**src/rtl/pipeline_ctrl.sv**
```systemverilog
// pipeline_ctrl: hazard and sequencing controller for the 5-stage RV32 pipeline.
//
// Drives the load enables and bubble (flush) controls of the four
// inter-stage registers and the PC. It resolves three hazards:
//   - load-use: one stall cycle, with a bubble loaded into decode/execute;
//   - taken branch resolved in MEM: PC redirect, and the three younger
//     stage registers are flushed;
//   - slow data memory: the front of the pipeline freezes; the wait is
//     bounded by MEM_TIMEOUT.
// It also keeps saturating stall and flush counters for performance analysis.
//
// Ports
//   clk, reset            clock; asynchronous active-high reset
//   id_rs1/id_rs2         source registers of the decode instruction
//   id_use_rs1/id_use_rs2 the decode instruction really reads rs1/rs2
//   ex_memread, ex_rd     load flag and rd of the instruction in EX
//   mem_branch            branch code in MEM (0 none, 1 beq, 2 bne,
//                         3 blt, 4 bge, 5 jal/jalr)
//   mem_zero, mem_neg     ALU flags of the instruction in MEM
//   mem_memread/memwrite  memory operation of the instruction in MEM
//   dmem_ready            data memory finishes its access this cycle
//   pc_en, pc_redirect    PC load enable; select the branch target
//   *_en, *_flush         stage register load enables and bubble loads
//   halted                memory timeout; frozen until reset
//   stall_cnt, flush_cnt  saturating performance counters
//   dbg_state             FSM state (0 RUN, 1 MWAIT, 2 HALT)
//
// The control outputs are combinational from the registered state and the
// current-cycle inputs. They take effect at the next rising edge.
module pipeline_ctrl #(
  parameter int MEM_TIMEOUT = 64,
  parameter int CNT_W       = 32
) (
  input  logic             clk,
  input  logic             reset,
  input  logic [4:0]       id_rs1,
  input  logic [4:0]       id_rs2,
  input  logic             id_use_rs1,
  input  logic             id_use_rs2,
  input  logic             ex_memread,
  input  logic [4:0]       ex_rd,
  input  logic [2:0]       mem_branch,
  input  logic             mem_zero,
  input  logic             mem_neg,
  input  logic             mem_memread,
  input  logic             mem_memwrite,
  input  logic             dmem_ready,
  output logic             pc_en,
  output logic             pc_redirect,
  output logic             fd_en,
  output logic             de_en,
  output logic             em_en,
  output logic             mw_en,
  output logic             fd_flush,
  output logic             de_flush,
  output logic             em_flush,
  output logic             mw_flush,
  output logic             halted,
  output logic [CNT_W-1:0] stall_cnt,
  output logic [CNT_W-1:0] flush_cnt,
  output logic [1:0]       dbg_state
);

  typedef enum logic [1:0] {
    ST_RUN   = 2'd0,
    ST_MWAIT = 2'd1,
    ST_HALT  = 2'd2
  } state_t;

  localparam int WAIT_W = (MEM_TIMEOUT > 2) ? $clog2(MEM_TIMEOUT) : 1;
  // The RUN cycle that enters MWAIT is the first wait cycle. The MWAIT cycle
  // holding this count is therefore wait cycle number MEM_TIMEOUT.
  localparam logic [WAIT_W-1:0] WAIT_LAST = WAIT_W'(MEM_TIMEOUT - 2);

  state_t            state_q, state_d;
  logic [WAIT_W-1:0] wait_q, wait_d;
  logic [CNT_W-1:0]  stall_cnt_q, stall_cnt_d;
  logic [CNT_W-1:0]  flush_cnt_q, flush_cnt_d;

  logic branch_taken;
  logic load_use;
  logic mem_busy;
  logic branch_row;

  always_comb begin
    case (mem_branch)
      3'b001:  branch_taken = mem_zero;
      3'b010:  branch_taken = !mem_zero;
      3'b011:  branch_taken = mem_neg;
      3'b100:  branch_taken = !mem_neg;
      3'b101:  branch_taken = 1'b1;
      default: branch_taken = 1'b0;
    endcase
  end

  // x0 is never a real dependency. A store in EX has ex_memread=0.
  assign load_use = ex_memread && (ex_rd != 5'd0) &&
                    (((ex_rd == id_rs1) && id_use_rs1) ||
                     ((ex_rd == id_rs2) && id_use_rs2));

  assign mem_busy = (mem_memread || mem_memwrite) && !dmem_ready;

  // Priority: reset, halt, memory freeze, taken branch, load-use, normal.
  always_comb begin
    pc_en       = 1'b0;
    pc_redirect = 1'b0;
    fd_en       = 1'b0;
    de_en       = 1'b0;
    em_en       = 1'b0;
    mw_en       = 1'b0;
    fd_flush    = 1'b0;
    de_flush    = 1'b0;
    em_flush    = 1'b0;
    mw_flush    = 1'b0;
    branch_row  = 1'b0;
    if (reset) begin
      fd_flush = 1'b1;
      de_flush = 1'b1;
      em_flush = 1'b1;
      mw_flush = 1'b1;
    end else if (state_q == ST_HALT) begin
      // All controls stay low; everything is frozen.
    end else if (mem_busy) begin
      // The access in MEM is held in place. Writeback receives a bubble so
      // that the older instruction does not write back twice.
      mw_en    = 1'b1;
      mw_flush = 1'b1;
    end else if (branch_taken) begin
      // This also squashes a decode instruction stalled on load-use.
      pc_en       = 1'b1;
      pc_redirect = 1'b1;
      fd_en       = 1'b1;
      de_en       = 1'b1;
      em_en       = 1'b1;
      mw_en       = 1'b1;
      fd_flush    = 1'b1;
      de_flush    = 1'b1;
      em_flush    = 1'b1;
      branch_row  = 1'b1;
    end else if (load_use) begin
      de_en    = 1'b1;
      em_en    = 1'b1;
      mw_en    = 1'b1;
      de_flush = 1'b1;
    end else begin
      pc_en = 1'b1;
      fd_en = 1'b1;
      de_en = 1'b1;
      em_en = 1'b1;
      mw_en = 1'b1;
    end
  end

  always_comb begin
    state_d = state_q;
    wait_d  = wait_q;
    case (state_q)
      ST_RUN: begin
        wait_d = '0;
        if (mem_busy) state_d = ST_MWAIT;
      end
      ST_MWAIT: begin
        if (!mem_busy) begin
          state_d = ST_RUN;
          wait_d  = '0;
        end else if (wait_q == WAIT_LAST) begin
          state_d = ST_HALT;
        end else begin
          wait_d = wait_q + WAIT_W'(1);
        end
      end
      ST_HALT: begin
        state_d = ST_HALT;
      end
      default: begin
        state_d = ST_RUN;
        wait_d  = '0;
      end
    endcase
  end

  // Reset and HALT never reach these increments: the reset branch of the
  // register block has priority, and HALT forces pc_en low from a state that
  // is excluded here.
  always_comb begin
    stall_cnt_d = stall_cnt_q;
    flush_cnt_d = flush_cnt_q;
    if ((state_q != ST_HALT) && !pc_en && !(&stall_cnt_q))
      stall_cnt_d = stall_cnt_q + CNT_W'(1);
    if (branch_row && !(&flush_cnt_q))
      flush_cnt_d = flush_cnt_q + CNT_W'(1);
  end

  always_ff @(posedge clk or posedge reset) begin
    if (reset) begin
      state_q     <= ST_RUN;
      wait_q      <= '0;
      stall_cnt_q <= '0;
      flush_cnt_q <= '0;
    end else begin
      state_q     <= state_d;
      wait_q      <= wait_d;
      stall_cnt_q <= stall_cnt_d;
      flush_cnt_q <= flush_cnt_d;
    end
  end

  assign halted    = (state_q == ST_HALT);
  assign stall_cnt = stall_cnt_q;
  assign flush_cnt = flush_cnt_q;
  assign dbg_state = state_q;

endmodule

```
**config.mk**
```make
export PLATFORM = sky130hd
export DESIGN_NAME = pipeline_ctrl
export DESIGN_NICKNAME = d
export VERILOG_FILES = /design/src/rtl/pipeline_ctrl.sv
export SDC_FILE = /design/constraint.sdc
export NUM_CORES = 1
export LEC_CHECK = 0
export CORE_MARGIN = 10
export CORE_UTILIZATION = 30
export CTS_CLUSTER_DIAMETER = 100
export DETAILED_ROUTE_END_ITERATION = 6
export PLACE_DENSITY = 0.57
export SETUP_SLACK_MARGIN = 0.15
export SKIP_CTS_REPAIR_TIMING = 1
export SLEW_MARGIN = 0
export SYNTH_ARGS = -nofsm -noshare
export SYNTH_HDL_FRONTEND = slang
export SYNTH_SLANG_ARGS = --single-unit
```
**constraint.sdc**
```tcl
create_clock -name clk -period 4.3 [get_ports clk]
set_input_delay 0.86 -clock clk [delete_from_list [all_inputs] [get_ports clk]]
set_output_delay 0.86 -clock clk [all_outputs]
set_load 0.02 [all_outputs]
```
==> results of run 1 <==
-- final cells by class --
cell class | count | area (sq um)
inverter | 10 | 41.3
clock buffer | 12 | 256
fill | 1189 | 6860
clock inverter | 3 | 17.5
tap | 168 | 210
timing repair buffer | 111 | 1090
multi-input combinational | 273 | 1830
sequential | 72 | 1800
-- registers in the layout, summed over array words and instances, names as in the netlist --
signal and cells:
stall_cnt 32, flush_cnt 32, wait_q 6, dbg_state 2
-- critical path: stages --
cell             delay [ns]
clkdlybuf4s50_1        0.43
nor2b_1                0.15
o31a_1                 0.31
or4_4                  0.58
inv_2                  0.11
clkdlybuf4s50_1        0.62
-- cells in the final DEF (no fill, tap or decap), types with 3 or more instances in the layout --
cell type / instances
xor2_1: 39
dfrtp_1: 72
nand3_1: 24
buf_4: 7
or4_1: 3
and2_1: 3
clkdlybuf4s50_1: 104
nor3_1: 14
o31ai_1: 3
nor2_1: 26
ha_1: 4
nand2_1: 28
and4_1: 4
nor4_1: 11
and3_1: 15
inv_1: 8
nor2b_1: 4
nand4_1: 24
o21ai_0: 4
xnor2_1: 35
clkbuf_16: 9
-- Yosys cell counts, types with 2 or more instances --
library cell  count  area [sq um]
a21oi_1           2          10.0
and2_1            3          18.8
and3_1           15          93.8
and4_1            4          35.0
buf_4             5          37.5
clkbuf_1          6          22.5
dfrtp_1          72          1800
ha_1              4          50.1
inv_1             9          33.8
mux2_2            2          22.5
nand2_1          28           105
nand2b_1          2          12.5
nand3_1          24           120
nand4_1          24           150
nand4b_1          2          17.5
nor2_1           26          97.6
nor2b_1           4          25.0
nor3_1           14          70.1
nor4_1           11          68.8
nor4b_1           2          17.5
o21a_1            2          15.0
o21ai_0           4          20.0
o21bai_1          2          15.0
o31ai_1           3          22.5
or3_1             2          12.5
or4_1             3          22.5
or4_4             2          22.5
xnor2_1          35           307
xor2_1           39           342
-- power by group through the flow --
stage	logic, mW	clock network [mW]	registers (mW)
final	0.502	0.687	0.870
after global routing	0.544	0.744	0.888
after CTS	0.513	0.719	0.870
after detailed placement	0.508	0	0.880
after global placement	0.504	0	0.878
after floorplan	0.170	0	0.955
-- per-layer routing --
metal | part of all wire | GRT usage | vias up
li1 | - | - | 1512
met1 | 0.43 | 0.134 | 1494
met2 | 0.49 | 0.194 | 74
met3 | 0.070 | 0.0545 | 9
met4 | 0.013 | 0.0340 | 0
met5 | 0 | 0 | -
-- through the flow --
| stage | cell area, sq um | std cells |
|---|---|---|
| floorplan | 3740 | 368 |
| global placement | 4980 | 634 |
| detailed placement | 4980 | 634 |
| CTS | 5250 | 649 |
| global route | 5250 | 649 |
| finish | 5250 | 649 |
-- kinds of logic (layout without fill, tap and decap cells) --
family          count (synthesis)  after routing
compound gates                 20             20
xor+xnor                       75             75
fa+ha+maj                       4              4
buf+inv                        23            136
flops                          72             72
mux                             2              2
simple gates                  172            172
-- how the worst min path moves through the flow --
stage / from / end / slack (ns) / depth (start not counted)
final: stall_cnt[18] / stall_cnt[18] / 0.48 / 1
after global routing: flush_cnt[13] / flush_cnt[13] / 0.52 / 1
after CTS: stall_cnt[18] / stall_cnt[18] / 0.49 / 1
after detailed placement: stall_cnt[18] / stall_cnt[18] / 0.48 / 1
after global placement: flush_cnt[31] / flush_cnt[31] / 0.48 / 1
after floorplan: wait_q[3] / wait_q[3] / 0.49 / 1
==> flow_metrics.tcl, run 1 <==
set metrics [dict create \
    cts.sinks 72 \
    cts_buffers 9 \
    wl_per_cell_microns 15.4 \
    sw_frac_of_total 0.307 \
    finish.utilization 0.434 \
    synth_edf_count 0 \
    critPathMaxFanout 5 \
    synth_seq_cells 72 \
    place_hpwl_microns 7660 \
    fin_total_pwr_mw 2.06 \
    fmax_ghz 0.254 \
    ys_warn_count 0 \
    synthAdderAreaFrac 0.0134 \
    via_count 3089 \
    synth_xor_area_frac 0.178 \
    drive_gt1_frac 0.0665 \
    syn-cell-area_sq_um 3740 \
    asyncSetResetFlopFracSynth 1.00 \
    worst-setup-path-type "in -> out" \
    worst_slew_pin_slew_ns 1.14 \
    grt.total_usage 0.118 \
    syn_nets 400 \
    synth-compound-area-share 0.0415 \
    ff2ff_setup_slack_ns 1.64 \
    first_pass_iters 4 \
    synthFlopType "dfrtp_1" \
    rr_worst_depth 6 \
    grt_pass1_vias 3137 \
    die_w_microns 132 \
    die_h_microns 132 \
    antenna_found_initial 0 \
    place_worst_setup_slack_ns 0.355 \
    finalWorstSetupSlack_ns 0.369 \
    regToRegEndpoint "stall_cnt[27]" \
    worstPathRequired_ns 3.44 \
    synthMuxAreaShare 0.00602 \
    grt_first_pass_wirelength_microns 16700 \
    hp-class "reg -> reg" \
    yosysSeqAreaShare 0.482 \
    fp-row-count 40 \
    cts-root-buf "clkbuf_16" \
    yosysUniqueCellTypes 46 \
    synth_cells 368 \
    overflow 0 \
    clkSlewWorstSetupHoldPaths_ns 0.06 \
    synth_top_family_by_area "simple AND/OR/NAND/NOR gates" \
    syn_to_final_growth_pct 40.4 \
    r2r_start "stall_cnt[3]" \
    drc_errors 0 \
    viasPerCell 4.76 \
    diodes 0 \
    finalWirelength_microns 10000 \
    hold_viol 0 \
    p_comb_frac 0.244 \
    setup.worst_path.start_class "input port" \
    io_pins 105 \
    max_cap_viol_count 0 \
    gp_congestion 0.791 \
    power_density_nw_per_um2 392 \
    fin_hold_ws_ns 0.484 \
    relSlewSlack 0.237 \
    finalMaxSlewViolations 0 \
    synthSimpleGateAreaFrac 0.251 \
    cp-startpoint "mem_branch[0]" \
    ant_nets 0 \
    ir_drop_v 0.000355 \
    grt_max_degree 33 \
    start_util 0.309 \
    setup_viol 0 \
    leakage_nw 2.13 \
    initialDrtViolationCount 161 \
    fin_crit_sh 0.914 \
    status "finished clean" \
    fin_worst_skew_ns 0.00606 \
    cts_tree "yes" \
    clkPwrFrac 0.334 \
    tns_ns 0 \
    die_area_sq_um 17300 \
    p_sw_mw 0.632 \
    port_buffers 104 \
    p_seq_frac 0.422 \
    rsz0062_at_grt "no" \
    crit_path_end_kind "primary output" \
    final_nets 509 \
    layout_min_cycle_time_ns 3.93 \
    core-area_sq_um 12100 \
    cts_buffer_depth 2 \
    clk_latency_ns 0.33 \
    htree_levels 3 \
    syn_area_per_cell_sq_um 10.2 \
    crit_end "pc_redirect" \
    p_int_mw 1.43 \
    cp_data_arrival_time_ns 3.07 \
]
Note: power is estimated with default switching activity, not from simulation.
==> run 2: changes to the inputs <==
==> constraint.sdc (replaced) <==
create_clock -name clk -period 4.3 [get_ports clk]
set_input_delay 0.86 -clock clk [delete_from_list [all_inputs] [get_ports clk]]
set_output_delay 0.86 -clock clk [all_outputs]
set_load 0.01 [all_outputs]
==> run 2 against run 1 <==
Die area is the same. Final cell count stayed put. Cell area rose by 0.19%. Total power down 0.42%. Via count decreased by 0.39%. Core utilization rose by 0.083 points.
==> flow_metrics.tcl, run 2 (same netlist as run 1, synthesis figures left out) <==
set metrics [dict create \
    status "finished clean" \
    most-common-layout-cells "clkdlybuf4s50_1, dfrtp_1, xor2_1" \
    finalWirelength_microns 10200 \
    grt_pass1_vias 3114 \
    die_area_sq_um 17300 \
    clkSlewWorstSetupHoldPaths_ns 0.05 \
    via_count 3077 \
    nFillCells 1201 \
    crit_slowest_cell "clkdlybuf4s50_1" \
    grt_first_pass_wirelength_microns 16900 \
    path_cells "clkdlybuf4s50_1 -> or4_1 -> o21a_1 -> o21ai_0 -> o21ai_1 -> inv_1 -> clkdlybuf4s50_1" \
    p_sw_mw 0.582 \
    final_nets 509 \
    tns_ns 0 \
    setup.worst_path.start_class "input port" \
    layout_commonest_cell "clkdlybuf4s50_1" \
    first_pass_iters 4 \
    grt.total_usage 0.121 \
    fp-row-count 40 \
    cts_buffers 9 \
    ir_drop_v 0.000285 \
    seq_area_sq_um 1800 \
    hold_viol 0 \
    worst-setup-path-type "in -> out" \
    initialDrtViolationCount 162 \
    sw_frac_of_total 0.284 \
    die_h_microns 132 \
    max_cap_viol_count 0 \
    worstPathRequired_ns 3.44 \
    crit_top_cell "clkdlybuf4s50_1" \
    clk_latency_ns 0.34 \
    fin_crit_sh 0.902 \
    worst_slew_pin_slew_ns 1.14 \
    power_density_nw_per_um2 390 \
    finalMaxSlewViolations 0 \
    cpPeakStageDelay_ns 0.57 \
    syn_to_final_growth_pct 40.7 \
    antenna_found_initial 0 \
    fin_worst_skew_ns 0.00727 \
    p_comb_frac 0.213 \
    p_int_mw 1.47 \
    cp_data_arrival_time_ns 3.02 \
    crit_family "buffers and inverters" \
    ant_nets 0 \
    core-area_sq_um 12100 \
    setup_viol 0 \
    leakage_nw 2.14 \
    layout_min_cycle_time_ns 3.88 \
    p_seq_frac 0.426 \
    grt_max_degree 54 \
    cts_tree "yes" \
    start_util 0.309 \
    relSlewSlack 0.232 \
    viasPerCell 4.74 \
    fin_hold_ws_ns 0.484 \
    io_pins 105 \
    drc_errors 0 \
    rsz0062_at_grt "no" \
    cts_buffer_depth 2 \
    multi_input_area_sq_um 1830 \
    die_w_microns 132 \
    cts-root-buf "clkbuf_16" \
    critPathMaxFanout 4 \
    place_hpwl_microns 7680 \
    overflow 0 \
    gp_congestion 0.801 \
    fmax_ghz 0.258 \
    wl_per_cell_microns 15.7 \
    drive_gt1_frac 0.0665 \
    cts.sinks 72 \
    path_buf_inv 3 \
    clkPwrFrac 0.361 \
    crit_path_end_kind "primary output" \
    htree_levels 3 \
    fin_total_pwr_mw 2.05 \
    port_buffers 104 \
    hp-class "reg -> reg" \
    diodes 0 \
]
[run 2: cell types whose count changed in the layout (fill, tap and decap cells not counted)]
| cell | change |
|---|---|
| bufinv_16 | +1 |
| inv_2 | +1 |
| clkbuf_8 | -1 |
| clkinvlp_4 | -2 |
| clkinv_2 | +1 |
[run 2: final timing paths]
kind / from / slack [ns] / end / cells after the start
setup / recovery: ex_rd[1] / 0.42 / pc_en / 7
hold / removal: stall_cnt[18] / 0.48 / stall_cnt[18] / 1
setup reg to reg: stall_cnt[3] / 1.65 / stall_cnt[10] / 6
hold reg to reg: stall_cnt[18] / 0.48 / stall_cnt[18] / 1
max in group asynchronous: reset / 2.67 / flush_cnt[17] / 3
min in group asynchronous: reset / 0.99 / wait_q[0] / 3
[run 2: final cells by class]
cell class / count / area share
Clock inverter: 4 / 0.00856
Multi-Input combinational cell: 273 / 0.348
Tap cell: 168 / 0.0399
Timing Repair Buffer: 111 / 0.208
Inverter: 10 / 0.00713
Sequential cell: 72 / 0.342
Clock buffer: 11 / 0.0461
[run 2: worst reg2reg max path, delay by kind of cell (launching register included)]
kind                      cells  cell delay, ns
and+or+nand+nor               5            1.92
DFF                           1            0.43
xor gates and xnor gates      1            0.17
[run 2: power groups by stage]
stage	Clock (mW)	Combinational (mW)	Sequential, mW
floorplan	0	0.165	0.896
global placement	0	0.439	0.880
detailed placement	0	0.444	0.881
CTS	0.766	0.447	0.873
global route	0.800	0.479	0.890
finish	0.741	0.437	0.873
[run 2: metrics by stage]
stage | setup WS, ns | cells | instance area (sq um) | utilization
2_1_floorplan | 0.279 | 368 | 3740 | -
3_3_place_gp | 0.424 | 634 | 4970 | 0.411
3_5_place_dp | 0.406 | 634 | 4970 | 0.411
4_1_cts | 0.384 | 649 | 5260 | 0.435
5_1_grt | 0.317 | 649 | 5260 | 0.435
6_report | 0.423 | 649 | 5260 | 0.435
[run 2: per-layer routing]
layer / global-route usage / share of wire / vias up
li1: - / - / 1514
met1: 0.141 / 0.43 / 1478
met2: 0.190 / 0.48 / 72
met3: 0.0553 / 0.073 / 13
met4: 0.0433 / 0.016 / 0
met5: 0 / 0 / -
==> run 3: changes to the inputs <==
==> constraint.sdc (replaced) <==
create_clock -name clk -period 4.3 [get_ports clk]
set_input_delay 1.29 -clock clk [delete_from_list [all_inputs] [get_ports clk]]
set_output_delay 1.29 -clock clk [all_outputs]
set_load 0.01 [all_outputs]
==> run 3 against run 2 <==
Combinational power is 5.3% higher. Count of clock-buffer cells in the layout is 1 higher. Clock skew is 0.00095 ns higher. Clock power is 9.2% higher. Global-route usage is 0.15 points higher. First-iteration DRC count is 13% higher. Critical path depth is 1 higher. Fmax is 9.6% lower. Final cell count is 3.1% higher. Die area stayed put. Total power is 4.5% higher. Critical endpoint unchanged.
==> flow_metrics.tcl, run 3 (same netlist as run 1, synthesis figures left out) <==
set metrics [dict create \
    drc_errors 0 \
    max_cap_viol_count 0 \
    htree_levels 3 \
    finalMaxSlewViolations 0 \
    setup_viol 0 \
    place_area_sq_um 5100 \
    cts_buffers 9 \
    cts.sinks 72 \
    cts_buffer_depth 2 \
    final_nets 529 \
    finish.utilization 0.455 \
    hold_viol 0 \
    diodes 0 \
    initialDrtViolationCount 183 \
    layout_min_cycle_time_ns 4.29 \
    critPathMaxFanout 2 \
    cpPeakStageDelay_ns 0.52 \
    fp-row-count 40 \
    grt.total_usage 0.122 \
    status "finished clean" \
    grt_first_pass_wirelength_microns 17500 \
    finalWirelength_microns 10600 \
    grt_pass1_vias 3317 \
    relSlewSlack 0.290 \
    fmax_ghz 0.233 \
    cts-root-buf "clkbuf_16" \
    clkSlewWorstSetupHoldPaths_ns 0.06 \
    final_cell_area_sq_um 5510 \
    port_buffers 104 \
    fin_crit_sh 0.997 \
    met2_usage 0.202 \
    antenna_found_initial 0 \
    dp.cells 648 \
    power_density_nw_per_um2 389 \
    tns_ns 0 \
    die_h_microns 132 \
    worst_slew_pin_slew_ns 1.06 \
    place_hpwl_microns 8010 \
    start_util 0.309 \
    setup.worst_path.start_class "input port" \
    viasPerCell 4.74 \
    first_pass_iters 4 \
    die_area_sq_um 17300 \
    fin_worst_skew_ns 0.00822 \
    crit_path_end_kind "primary output" \
    ir_drop_v 0.000325 \
    grt_max_degree 41 \
    wl_per_cell_microns 15.9 \
    met1_usage 0.136 \
    syn_to_final_growth_pct 47.4 \
    layout_commonest_cell "clkdlybuf4s50_1" \
    drive_gt1_frac 0.124 \
    final_cells 669 \
    leakage_nw 2.37 \
    use_met3 0.0526 \
    worst-setup-path-type "in -> out" \
    gp_congestion 0.791 \
    grt.busiest_layer "met2" \
    die_w_microns 132 \
    most-common-layout-cells "clkdlybuf4s50_1, dfrtp_1, xor2_1" \
    path_cells "clkdlybuf4s50_1 -> or4_1 -> o21a_1 -> o21ai_1 -> o21ai_4 -> inv_2 -> buf_4 -> clkbuf_2" \
    via_count 3173 \
    io_pins 105 \
    cts_tree "yes" \
    clk_latency_ns 0.34 \
    crit_slowest_cell "or4_1" \
    rsz0062_at_grt "yes" \
    cp_data_arrival_time_ns 3.00 \
    core-area_sq_um 12100 \
    overflow 0 \
    hp-class "reg -> reg" \
    ant_nets 0 \
    worstPathRequired_ns 3.01 \
]
[run 3: worst max-delay path: cells and delay by family]
kind	cells	cell delay [ns]
buf+inv	4	0.71
compound gates	3	0.48
simple gates	1	0.52
[run 3: area by class of cell]
cell class / instances / area [sq um]
Inverter: 10 / 43.8
Timing Repair Buffer: 131 / 1260
Clock inverter: 3 / 65.1
Clock buffer: 12 / 256
Tap cell: 168 / 210
Fill cell: 1186 / 6600
Multi-Input combinational cell: 273 / 1870
Sequential cell: 72 / 1800
[run 3: power breakdown]
group | total, mW | internal (mW) | switching [mW]
Clock | 0.809 | 0.535 | 0.274
Combinational | 0.460 | 0.266 | 0.195
Sequential | 0.873 | 0.757 | 0.115
Total | 2.14 | 1.56 | 0.584
[run 3: path summary, 6_finish.rpt]
kind	startpoint	end	slack, ns	cells past startpoint
max in group asynchronous	reset	stall_cnt[11]	2.24	4
setup / recovery	ex_rd[2]	pc_en	0.01	8
min in group asynchronous	reset	flush_cnt[5]	1.63	4
hold reg to reg	stall_cnt[26]	stall_cnt[26]	0.49	1
hold / removal	stall_cnt[26]	stall_cnt[26]	0.49	1
setup reg to reg	stall_cnt[3]	stall_cnt[21]	1.59	6
[run 3: metal layers]
metal	part of all wire	wire length, microns	up-vias
met1	0.42	4410	1521
met2	0.49	5220	82
li1	-	-	1551
met3	0.070	747	19
met5	0	0	-
met4	0.022	231	0
[run 3: metrics by stage]
stage	setup slack (ns)	hold slack, ns	total power [mW]
CTS	-0.486	0.491	2.17
floorplan	0.214	0.488	1.06
global placement	-0.433	0.479	1.33
global route	-0.0710	0.505	2.25
detailed placement	-0.468	0.483	1.34
finish	0.0135	0.486	2.14
